`src/rtl/ootx_sched_pkg.sv`:
```
`default_nettype none
// +--------------------------------------------------------------------------+
// | ootx_sched_pkg : shared states, defaults and helpers for the scheduler   |
// | Revision 1.0                                                             |
// +--------------------------------------------------------------------------+
package ootx_sched_pkg;

  typedef enum logic [2:0] {
    ST_IDLE    = 3'd0,
    ST_CLEAR   = 3'd1,
    ST_PROBE   = 3'd2,
    ST_DWELL   = 3'd3,
    ST_ADVANCE = 3'd4
  } sched_state_t;

  // 50 ms and 8 s at a 50 MHz system clock.
  localparam int unsigned DEFAULT_PROBE_CYCLES = 32'd2_500_000;
  localparam int unsigned DEFAULT_DWELL_CYCLES = 32'd400_000_000;

  localparam int unsigned LH0 = 0;
  localparam int unsigned LH1 = 1;
  localparam logic [1:0]  LH_BOTH = 2'b11;

  function automatic logic [31:0] sat_inc(input logic [31:0] value);
    return (value == 32'hFFFF_FFFF) ? value : value + 32'd1;
  endfunction

endpackage
`default_nettype wire

```
`src/rtl/sensor_edge_detect.sv`:
```
`default_nettype none
// +--------------------------------------------------------------------------+
// | sensor_edge_detect : 2-FF synchronizer plus rising-edge detector         |
// | Revision 1.0                                                             |
// +--------------------------------------------------------------------------+
module sensor_edge_detect (
  input  logic clock,
  input  logic reset,
  input  logic line_i,
  output logic rise_o
);

  logic meta_q;
  logic sync_q;
  logic prev_q;

  always_ff @(posedge clock or posedge reset) begin
    if (reset) begin
      meta_q <= 1'b0;
      sync_q <= 1'b0;
      prev_q <= 1'b0;
    end else begin
      meta_q <= line_i;
      sync_q <= meta_q;
      prev_q <= sync_q;
    end
  end

  assign rise_o = sync_q & ~prev_q;

endmodule
`default_nettype wire

```
`src/rtl/ootx_sensor_scheduler.sv`:
```
`default_nettype none
// +--------------------------------------------------------------------------+
// | ootx_sensor_scheduler : round-robin photodiode channel scheduler for the |
// | OOTX decoder. Optional probing: OOTX_SCHED_ACTIVITY_SKIP_EN. Rev 1.0     |
// +--------------------------------------------------------------------------+
module ootx_sensor_scheduler
  import ootx_sched_pkg::*;
#(
  parameter int unsigned NUMBER_OF_SENSORS = 8,
  parameter int unsigned PROBE_CYCLES      = DEFAULT_PROBE_CYCLES,
  parameter int unsigned DWELL_CYCLES      = DEFAULT_DWELL_CYCLES
) (
  input  logic                         clock,
  input  logic                         reset,
  input  logic                         enable,
  input  logic [NUMBER_OF_SENSORS-1:0] sensor_signals,
  input  logic [1:0]                   sync,
  output logic [7:0]                   sensor_select,
  output logic                         decoder_clear,
  output logic [1:0]                   lh_seen,
  output logic                         scan_done,
  output logic                         timeout
);

  localparam logic [7:0]  LAST_SEL   = 8'(NUMBER_OF_SENSORS - 1);
  localparam logic [31:0] DWELL_LAST = DWELL_CYCLES - 32'd1;

  sched_state_t state_q, state_d;
  logic [7:0]   sensor_select_q, sensor_select_d;
  logic [1:0]   lh_seen_q, lh_seen_d;
  logic         decoder_clear_q, decoder_clear_d;
  logic         scan_done_q, scan_done_d;
  logic         timeout_q, timeout_d;
  logic [31:0]  dwell_cnt_q;
  logic         dwell_expired;
  logic [1:0]   lh_merged;

`ifdef OOTX_SCHED_ACTIVITY_SKIP_EN
  localparam logic [31:0] PROBE_LAST = PROBE_CYCLES - 32'd1;

  logic [255:0] lines_padded;
  logic         selected_line;
  logic         probe_rise;
  logic [31:0]  probe_cnt_q;
  logic         probe_expired;

  // Padding to the full 8-bit select range keeps the mux index width exact.
  assign lines_padded  = 256'(sensor_signals);
  assign selected_line = lines_padded[sensor_select_q];

  sensor_edge_detect u_edge_detect (
    .clock  (clock),
    .reset  (reset),
    .line_i (selected_line),
    .rise_o (probe_rise)
  );

  always_ff @(posedge clock or posedge reset) begin
    if (reset) begin
      probe_cnt_q <= 32'd0;
    end else if (state_d != state_q) begin
      probe_cnt_q <= 32'd0;
    end else if (state_q == ST_PROBE) begin
      probe_cnt_q <= sat_inc(probe_cnt_q);
    end
  end

  assign probe_expired = (probe_cnt_q >= PROBE_LAST);
`else
  logic unused_probe_cfg;
  assign unused_probe_cfg = ^{sensor_signals, PROBE_CYCLES};
`endif

  always_ff @(posedge clock or posedge reset) begin
    if (reset) begin
      dwell_cnt_q <= 32'd0;
    end else if (state_d != state_q) begin
      dwell_cnt_q <= 32'd0;
    end else if (state_q == ST_DWELL) begin
      dwell_cnt_q <= sat_inc(dwell_cnt_q);
    end
  end

  assign dwell_expired = (dwell_cnt_q >= DWELL_LAST);

  // A sync bit in the expiry cycle is merged before the timeout decision.
  assign lh_merged[LH0] = lh_seen_q[LH0] | sync[LH0];
  assign lh_merged[LH1] = lh_seen_q[LH1] | sync[LH1];

  always_ff @(posedge clock or posedge reset) begin
    if (reset) begin
      state_q         <= ST_IDLE;
      sensor_select_q <= 8'd0;
      lh_seen_q       <= 2'b00;
      decoder_clear_q <= 1'b0;
      scan_done_q     <= 1'b0;
      timeout_q       <= 1'b0;
    end else begin
      state_q         <= state_d;
      sensor_select_q <= sensor_select_d;
      lh_seen_q       <= lh_seen_d;
      decoder_clear_q <= decoder_clear_d;
      scan_done_q     <= scan_done_d;
      timeout_q       <= timeout_d;
    end
  end

  always_comb begin
    state_d         = state_q;
    sensor_select_d = sensor_select_q;
    lh_seen_d       = lh_seen_q;
    decoder_clear_d = 1'b0;
    scan_done_d     = 1'b0;
    timeout_d       = 1'b0;

    if (!enable) begin
      state_d = ST_IDLE;
    end else begin
      case (state_q)
        ST_IDLE: begin
          state_d = ST_CLEAR;
        end
        ST_CLEAR: begin
`ifdef OOTX_SCHED_ACTIVITY_SKIP_EN
          state_d = ST_PROBE;
`else
          state_d = ST_DWELL;
`endif
        end
`ifdef OOTX_SCHED_ACTIVITY_SKIP_EN
        ST_PROBE: begin
          if (probe_rise) begin
            state_d = ST_DWELL;
          end else if (probe_expired) begin
            state_d = ST_ADVANCE;
          end
        end
`endif
        ST_DWELL: begin
          lh_seen_d = lh_merged;
          if (lh_seen_q == LH_BOTH) begin
            state_d = ST_ADVANCE;
          end else if (dwell_expired) begin
            state_d   = ST_ADVANCE;
            timeout_d = (lh_merged != LH_BOTH);
          end
        end
        ST_ADVANCE: begin
          state_d = ST_CLEAR;
          if (sensor_select_q >= LAST_SEL) begin
            sensor_select_d = 8'd0;
            scan_done_d     = 1'b1;
          end else begin
            sensor_select_d = sensor_select_q + 8'd1;
          end
        end
        default: begin
          state_d = ST_IDLE;
        end
      endcase
    end

    // Registered so decoder_clear and the zeroed flags coincide with CLEAR.
    if (state_d == ST_CLEAR) begin
      decoder_clear_d = 1'b1;
      lh_seen_d       = 2'b00;
    end
  end

  assign sensor_select = sensor_select_q;
  assign decoder_clear = decoder_clear_q;
  assign lh_seen       = lh_seen_q;
  assign scan_done     = scan_done_q;
  assign timeout       = timeout_q;

endmodule
`default_nettype wire

```
`config.mk`:
```
export PLATFORM = sky130hd
export DESIGN_NAME = ootx_sensor_scheduler
export DESIGN_NICKNAME = d
export VERILOG_FILES = /design/src/rtl/ootx_sched_pkg.sv /design/src/rtl/sensor_edge_detect.sv /design/src/rtl/ootx_sensor_scheduler.sv
export SDC_FILE = /design/constraint.sdc
export NUM_CORES = 1
export LEC_CHECK = 0
export ABC_AREA = 1
export CAP_MARGIN = 20
export CORE_MARGIN = 10
export CORE_UTILIZATION = 30
export DETAILED_ROUTE_END_ITERATION = 8
export GPL_ROUTABILITY_DRIVEN = 0
export RECOVER_POWER = 25
export SLEW_MARGIN = 15
export SYNTH_ARGS = -nofsm -noshare
export SYNTH_HDL_FRONTEND = slang
export SYNTH_SLANG_ARGS = --single-unit
```
`constraint.sdc`:
```
create_clock -name clock -period 1.7 [get_ports clock]
set_clock_uncertainty 0.1 [all_clocks]
set_input_delay 0.17 -clock clock [delete_from_list [all_inputs] [get_ports clock]]
set_output_delay 0.17 -clock clock [all_outputs]
set_load 0.005 [all_outputs]
```
-- Word level (Yosys, flattened, before mapping)
Cells that the tools add are included.
W data, S select, Z words.
- flip-flop bits (word level): 48
- output and inout bits: 13
- logic and storage cells: 49
- $add $sub $neg: 2
- order comparisons: 2
- equality and inequality tests: 9
- multiplexer cells: 19
- bitwise logic cells: 2
- reduce and logical (&&, ||, !) cells: 8
- operators with widths (cell ; count):
    $mux W32 ; 3
    $add A32 B1 Y32 const B ; 1
    $eq A32 B32 Y1 const B ; 1
    $ge A32 B29 Y1 const B ; 1
    $mux W3 ; 3
    $pmux W3 S3 ; 1
    $add A8 B1 Y8 const B ; 1
    $ge A8 B3 Y1 const B ; 1
    $mux W1 ; 8
    $mux W8 ; 1
    $eq A3 B1 Y1 const B ; 2
    $mux W2 ; 3
    $reduce_and A2 Y1 ; 3
    $reduce_bool A2 Y1 ; 3
    $ne A2 B2 Y1 const B ; 2
    $eq A3 B2 Y1 const B ; 1
    $eq A3 B3 Y1 const B ; 1
    $logic_not A3 Y1 ; 1
    $ne A3 B3 Y1 ; 1
    $eq A2 B2 Y1 const B ; 1
    $or A1 B1 Y1 ; 2
    $reduce_or A2 Y1 ; 1

-- Longest topological paths before layout
Gate-level depths: netlist (run 1).
- depth after elaboration: 8
- depth in mapped cells: 14
- depth with buffers taken out: 13

-- Least setup slack after synthesis (run 1)
No wires, ideal clock.
- kind: reg2reg
- start: register dwell_cnt_q[0]
- end: register dwell_cnt_q[2]
- arrival: 1577 ps
- setup slack: -97 ps
- cell stages (with the launch flop): 13
- path buffers: 1
- period minus slack after synthesis: 1797 ps
- cell sequence: dfrtp_1 -> ha_1 -> nand2_1 -> nor2_1 -> nand3_1 -> nor2_1 -> nand3_1 -> nand2_2 -> inv_2 -> buf_6 -> nand2_1 -> xor2_1 -> nor2_2
- cells in the longest elaborated chain, start to end: 8
- elaborated cells on any way between the ends: 14
- RTL lines (element ; line ; source):
    start: declaration ; ootx_sensor_scheduler.sv:34 ; logic [31:0] dwell_cnt_q;
    start signal: assignment ; ootx_sensor_scheduler.sv:80 ; dwell_cnt_q <= sat_inc(dwell_cnt_q);
    $ge A32 B29 Y1 ; ootx_sensor_scheduler.sv:84 ; assign dwell_expired = (dwell_cnt_q >= DWELL_LAST);
    $mux W3 ; ootx_sensor_scheduler.sv:143 ; end else if (dwell_expired) begin
    $mux W3 ; ootx_sensor_scheduler.sv:141 ; if (lh_seen_q == LH_BOTH) begin
    $pmux W3 S3 ; ootx_sensor_scheduler.sv:119 ; case (state_q)
    $mux W3 ; ootx_sensor_scheduler.sv:116 ; if (!enable) begin
    $ne A3 B3 Y1 ; ootx_sensor_scheduler.sv:77 ; end else if (state_d != state_q) begin
    $ne A2 B2 Y1 (no line) or $reduce_bool A2 Y1 (tied branches) ; -- ;
    $reduce_and A2 Y1 (no line) ; -- ;
Several ways; a longest one is shown, not always the timed one. The select of a mux whose other input is x is not followed.
A chain may end at the register's enable or synchronous reset.

-- Worst setup path in the final report (run 1)
- start: register dwell_cnt_q[1]
- end: register dwell_cnt_q[24]
Same word-level chain as after synthesis.

==> metrics.txt, run 1 <==
Buf/Inv on CP=0; RSZ-0062 raised after global routing=true; status=finished with violations; final worst-path cycle share=116%; failing checks=negative setup slack; WL final=7510 um; critical path launch point=dwell_cnt_q[1]; pwr dens=680 mW/mm^2; Worst Tran Pin Value=1.19 ns; CP Class=reg -> reg; post-synth top area cell=dfrtp_1; combinational power share=34.0%; clock sink count=48; 1st-iter DRT viols=109; Final Max Tran Viols=0; Synth Instances=332; most frequent CP cell=nor2_4; post-synth top area share=44.8%; Initial Utilization=30.7%; diodes inserted=0; startpoint types=flop; max_cap viols=0; Total GRT Usage=11.5%; Post-Syn Nets=347; 1st-pass router iterations=4; Hold Startpoint=sync[0]; final cell count without fillers=552; post-synth cell types=32; Inserted Clock Buffers=5; NumNets Final=458; #FFs+latches synth=48; Reg area=0.00120 mm^2; vias in the first global route=2620; Clock Tree Root=clkbuf_8; area occupied by multi-input gates=0.00176 mm^2; first-pass GRT wire length=12400 um; Crit. End Element=flop; Ys Warns=0; fmax=509 MHz; mean number of vias per cell=4.61; Crit Path Max Fanout=3; Hold Crit Class=in -> reg; Hold Buf Count CTS=0; CP top delay family=simple AND/OR/NAND/NOR gates; synthesized area=0.00268 mm^2; Filler Cells Inserted=738; insertion delay to the later sink of the worst-skew pair=0.32 ns; Critical Path, Cell by Cell=ha_4 -> nand2_4 -> nor2_4 -> nand3_4 -> nor2_4 -> nand4_1 -> nor2_1 -> nand2_1 -> xor2_1 -> nor2_2; die area=0.0131 mm^2; CP max stage cell=dfrtp_1; design area=0.00431 mm^2; crit path time final=1.97 ns; syn_area_per_cell=8.08 um^2; largest net degree at the start of global routing=49; Die Ht=115 um; part of the Yosys area used for sequential elements=44.8%; # H-tree levels=2; clock share of power=25.6%; Area Growth Syn to Fin=60.8%; Final Setup Violations=29; setup ws final=-0.265 ns; PortBufs=17; DP Area=0.00354 mm^2; I/O pin count=26; gr ovfl total=0; Slew headroom=20.9%; layout cell share with drive strength beyond 1=44.6%; largest cells by area after synthesis=dfrtp_1 (45%), nand2_1 (8.7%), nor2_1 (8.0%), inv_1 (6.2%), xor2_1 (5.6%); switch share=34.3%; Routed Antenna Nets=0; Required @ worst endpoint=1.81 ns; Die X=115 um; via count=2547; WHS=0.371 ns; Worst-path clk slew=0.09 ns; Residual DRC=0; leakage power figure=1.93 nW; Post-DP HPWL=4840 um; end-of-flow core utilization=49.5%; Worst path max stage delay=0.42 ns; Sw Pwr=1.00 mW; Internal Power=1.93 mW; DR WL/cell=13.6 um; Final Hold Viols=0; antenna violations before repair=0; DP Cell Count=525; largest vdd supply drop=0.000354 V; clk buf depth=2; CP Data Arrival Time=2.07 ns; TritonCTS clock tree=built; Core ar.=0.00872 mm^2; worst reg2reg startpoint=dwell_cnt_q[1]; Sequential Power Share=40.4%; Rows=34
cells in the mapped netlist, drive strengths merged:
library cell and n:
mux2i 1, nand2 68, buf 4, and3 1, a211o 1, a31oi 1, xnor2 5, ha 2
nand3b 2, nand3 21, o21ai 4, xor2 17, a21oi 4, nand4 9, o21bai 3, nor4 1
a211oi 3, nor2 78, inv 45, nor3b 1, dfrtp 48, nor3 13
worst paths after layout:
check / slack, ns / endpoint / depth (start not counted)
max in group asynchronous: 0.29 / dwell_cnt_q[2] / 3
hold / removal: 0.37 / lh_seen[0] / 3
setup / recovery: -0.27 / dwell_cnt_q[24] / 10
min in group asynchronous: 0.41 / dwell_cnt_q[6] / 3
setup reg to reg: -0.27 / dwell_cnt_q[24] / 10
hold reg to reg: 0.41 / sensor_select[5] / 2
area by class of cell:
class | instances | area share (%)
Clock buffer | 6 | 1.91
Inverter | 45 | 4.03
Timing Repair Buffer | 108 | 21.8
Clock inverter | 2 | 0.348
Tap cell | 108 | 3.13
Multi-Input combinational cell | 235 | 40.8
Sequential cell | 48 | 27.9
logic make-up (layout without fill, tap and decap cells):
kind of cell,Yosys count,count (layout),synth area share (%)
fa+ha+maj,2,2,0.933
compound gates,16,16,4.29
mux,1,1,0.373
simple gates,194,194,34.4
buf+inv,49,161,7.98
xor+xnor,22,22,7.19
flops,48,48,44.8
stage by stage:
stage                     setup WS (ns)  total power [mW]  setup TNS, ns
after floorplan                 -0.0913              1.61         -0.887
after CTS                        -0.209              2.91          -5.13
after detailed placement         -0.215              1.92          -5.29
after global routing             -0.323              3.07          -8.35
final                            -0.265              2.93          -5.39
after global placement           -0.203              1.92          -5.09
worst reg2reg max path: cells and delay by family (launching register included):
family | cells | cell delay, ns
xor+xnor | 1 | 0.21
fa+ha+maj | 1 | 0.20
flops | 1 | 0.42
simple gates | 8 | 0.92
routing by layer:
metal | up-vias | routed length [um] | track usage [%]
met1 | 1252 | 3270 | 14.1
met4 | 0 | 129 | 3.59
met3 | 11 | 226 | 2.20
met2 | 28 | 3880 | 19.8
met5 | - | 0 | 0
li1 | 1256 | - | -
timing repair:
item | in CTS | in global routing
gates cloned | 1 | 0
pin swaps | 30 | 35
endpoints found under the setup margin | 29 | 33
resized for setup | 57 | 56
buffers inserted | 11 | 8
cell usage in the layout, fill, tap and decap left out, drive strengths merged, types with 2 or more instances in the layout:
master         count
clkbuf             7
clkinvlp           2
nand3b             2
nand2             68
xnor2              5
a211oi             3
xor2              17
a21oi              4
ha                 2
clkdlybuf4s50     17
o21bai             3
nand3             21
nor3              13
dfrtp             48
o21ai              4
inv               44
buf               90
nand4              9
nor2              78
flip-flops by register name, summed over array words and instances, names as in the netlist:
register       count
lh_seen            2
timeout            1
dwell_cnt_q       32
scan_done          1
decoder_clear      1
state_q            3
sensor_select      8
power groups by stage:
stage | logic, mW | clock network, mW | registers, mW
2_1_floorplan | 0.389 | 0 | 1.22
3_3_place_gp | 0.716 | 0 | 1.21
3_5_place_dp | 0.715 | 0 | 1.21
4_1_cts | 0.952 | 0.771 | 1.19
5_1_grt | 1.06 | 0.820 | 1.19
6_report | 0.995 | 0.751 | 1.19
Power figures use the tool's default switching activity.
==> inputs of run 2 (changes only) <==
CORE_MARGIN = 2   (was 10)
==> run 2 against run 1 <==
  * The run still ends with negative setup slack left
  * Sequential cell count unchanged
  * Via count shrank 2.1%
  * Total power shrank 0.92%
  * Global-route usage increased by 2.3 points
  * Die area fell by 26%
  * Highest routed layer unchanged
  * First-iteration DRC count down 14%
  * Worst setup slack better by 0.050 ns
  * Largest power group unchanged
==> metrics.txt, run 2 (same netlist as run 1, synthesis figures left out) <==
NumNets Final=455 (-0.66%); # H-tree levels=2 (unchanged); DP Cell Count=527 (+0.38%); Crit Path Max Fanout=5 (+2); final worst-path cycle share=113% (-2.9 points); Worst-path clk slew=0.09 ns (about the same); crit path time final=1.91 ns (-0.0501 ns); Rows=34 (unchanged); Required @ worst endpoint=1.81 ns (about the same); largest vdd supply drop=0.000318 V (-10%); TNS Setup=-4.89 ns (+0.500 ns); Final Hold Viols=0 (unchanged); failing checks=negative setup slack; CP Data Arrival Time=2.02 ns (-0.05 ns); clock sink count=48 (unchanged); 1st-iter DRT viols=94 (-14%); most common cell after layout, fill and taps aside=buf_4; vias in the first global route=2501 (-4.5%); insertion delay to the later sink of the worst-skew pair=0.31 ns (about the same); first-pass GRT wire length=11100 um (-11%); Die Ht=98.5 um (-14%); setup ws final=-0.215 ns (+0.0501 ns); end-of-flow core utilization=47.5% (-1.9 points); Clock Tree Root=clkbuf_8; Post-DP HPWL=4740 um (-2.0%); Slew headroom=19.3% (-1.6 points); Core ar.=0.00868 mm^2 (-0.49%); CP Class=reg -> reg; leakage power figure=1.87 nW (-3.3%); TritonCTS clock tree=built; 1st-pass router iterations=4 (unchanged); Residual DRC=0 (unchanged); max reg flops=32 (unchanged); Inserted Clock Buffers=5 (unchanged); Crit. End Element=flop; status=finished with violations; PortBufs=17 (unchanged); die area=0.00971 mm^2 (-26%); layout cell share with drive strength beyond 1=41.5% (-3.1 points); WL final=6740 um (-10%); Routed Antenna Nets=0 (unchanged); most frequent cells in the layout=buf_4 (80), nand2_1 (59), dfrtp_1 (47); Die X=98.5 um (-14%); Initial Utilization=30.9% (+0.15 points); Total GRT Usage=13.9% (+2.3 points); via count=2493 (-2.1%); I/O pin count=26 (unchanged); startpoint types=flop; antenna violations before repair=0 (unchanged); most flop-heavy register=dwell_cnt_q; max_cap viols=0 (unchanged); gr ovfl total=0 (unchanged); pwr dens=704 mW/mm^2 (+3.6%); diodes inserted=0 (unchanged); Hold Crit Class=in -> reg; mean number of vias per cell=4.54 (-1.6%); clk buf depth=2 (unchanged); RSZ-0062 raised after global routing=true; DR WL/cell=12.3 um (-9.7%); Area Growth Syn to Fin=53.8%; final cell count without fillers=549 (-0.54%); fmax=522 MHz (+2.6%); largest net degree at the start of global routing=49 (unchanged); Worst Tran Pin Value=1.21 ns (+0.0238 ns); Final Setup Violations=29 (unchanged); Final Max Tran Viols=0 (unchanged); Hold Buf Count CTS=0 (unchanged)
-- run 2: cell count changes in the layout (fill, tap and decap cells not counted), moves of 3 or more --
cell	previous run	this run
nor2_2	17	28
nor2_4	23	14
buf_6	9	4
buf_4	77	80
nand3_4	6	3
nor3_4	3	0
-- run 2: area by class of cell --
class	count	area, um^2
Fill cell	828	4550
Multi-Input combinational cell	235	1610
Tap cell	108	135
Clock inverter	3	42.5
Sequential cell	48	1200
Timing Repair Buffer	105	886
Inverter	45	176
Clock buffer	5	68.8
-- run 2: timing repair --
action	in CTS	in global routing
setup buffers	1	13
hold endpoints to repair	0	0
gates resized for setup	16	63
pin swaps	4	31
cloned	0	1
endpoints found under the setup margin	29	33
-- run 2: through the flow --
step	power [mW]	hold WS [ns]	setup WS (ns)	area [um^2]
after floorplan	1.61	0.261	-0.0913	2690
after global placement	1.88	0.382	-0.183	3550
after detailed placement	1.88	0.394	-0.231	3550
after CTS	2.76	0.117	-0.201	3740
after global routing	3.04	0.425	-0.324	4130
final	2.90	0.385	-0.215	4130
-- run 2: layer usage --
metal	track usage, %	part of all wire, %
met5	0	0
met4	4.21	1.3
met3	2.84	3.0
met2	22.7	50
met1	18.5	46
-- run 2: final timing paths --
| path | from | end | slack [ns] | depth (start not counted) |
|---|---|---|---|---|
| worst min register to register | sensor_select[6] | sensor_select[6] | 0.42 | 2 |
| max in group asynchronous | reset | dwell_cnt_q[2] | 0.25 | 3 |
| min in group asynchronous | reset | dwell_cnt_q[4] | 0.45 | 3 |
| worst min-delay path | sync[0] | lh_seen[0] | 0.38 | 3 |
| worst max register to register | dwell_cnt_q[0] | dwell_cnt_q[4] | -0.21 | 11 |
| worst max-delay path | dwell_cnt_q[0] | dwell_cnt_q[4] | -0.21 | 11 |
-- run 2: worst max-delay path: stages, from the launching register on --
cell     delay, ns
dfrtp_1       0.41
ha_4          0.18
nand2_4       0.06
nor2_4        0.13
nand3_4       0.11
nor2_4        0.12
nand3_2       0.08
nand2_4       0.16
buf_6         0.15
nor3_2        0.06
xnor2_2       0.20
nor2_4        0.05
-- run 2: power breakdown --
group	internal, mW	leakage (nW)	switching [mW]	total, mW
Combinational	0.370	1.15	0.506	0.876
Clock	0.436	0.0541	0.408	0.844
Sequential	1.17	0.660	0.0170	1.19
Total	1.97	1.87	0.931	2.90
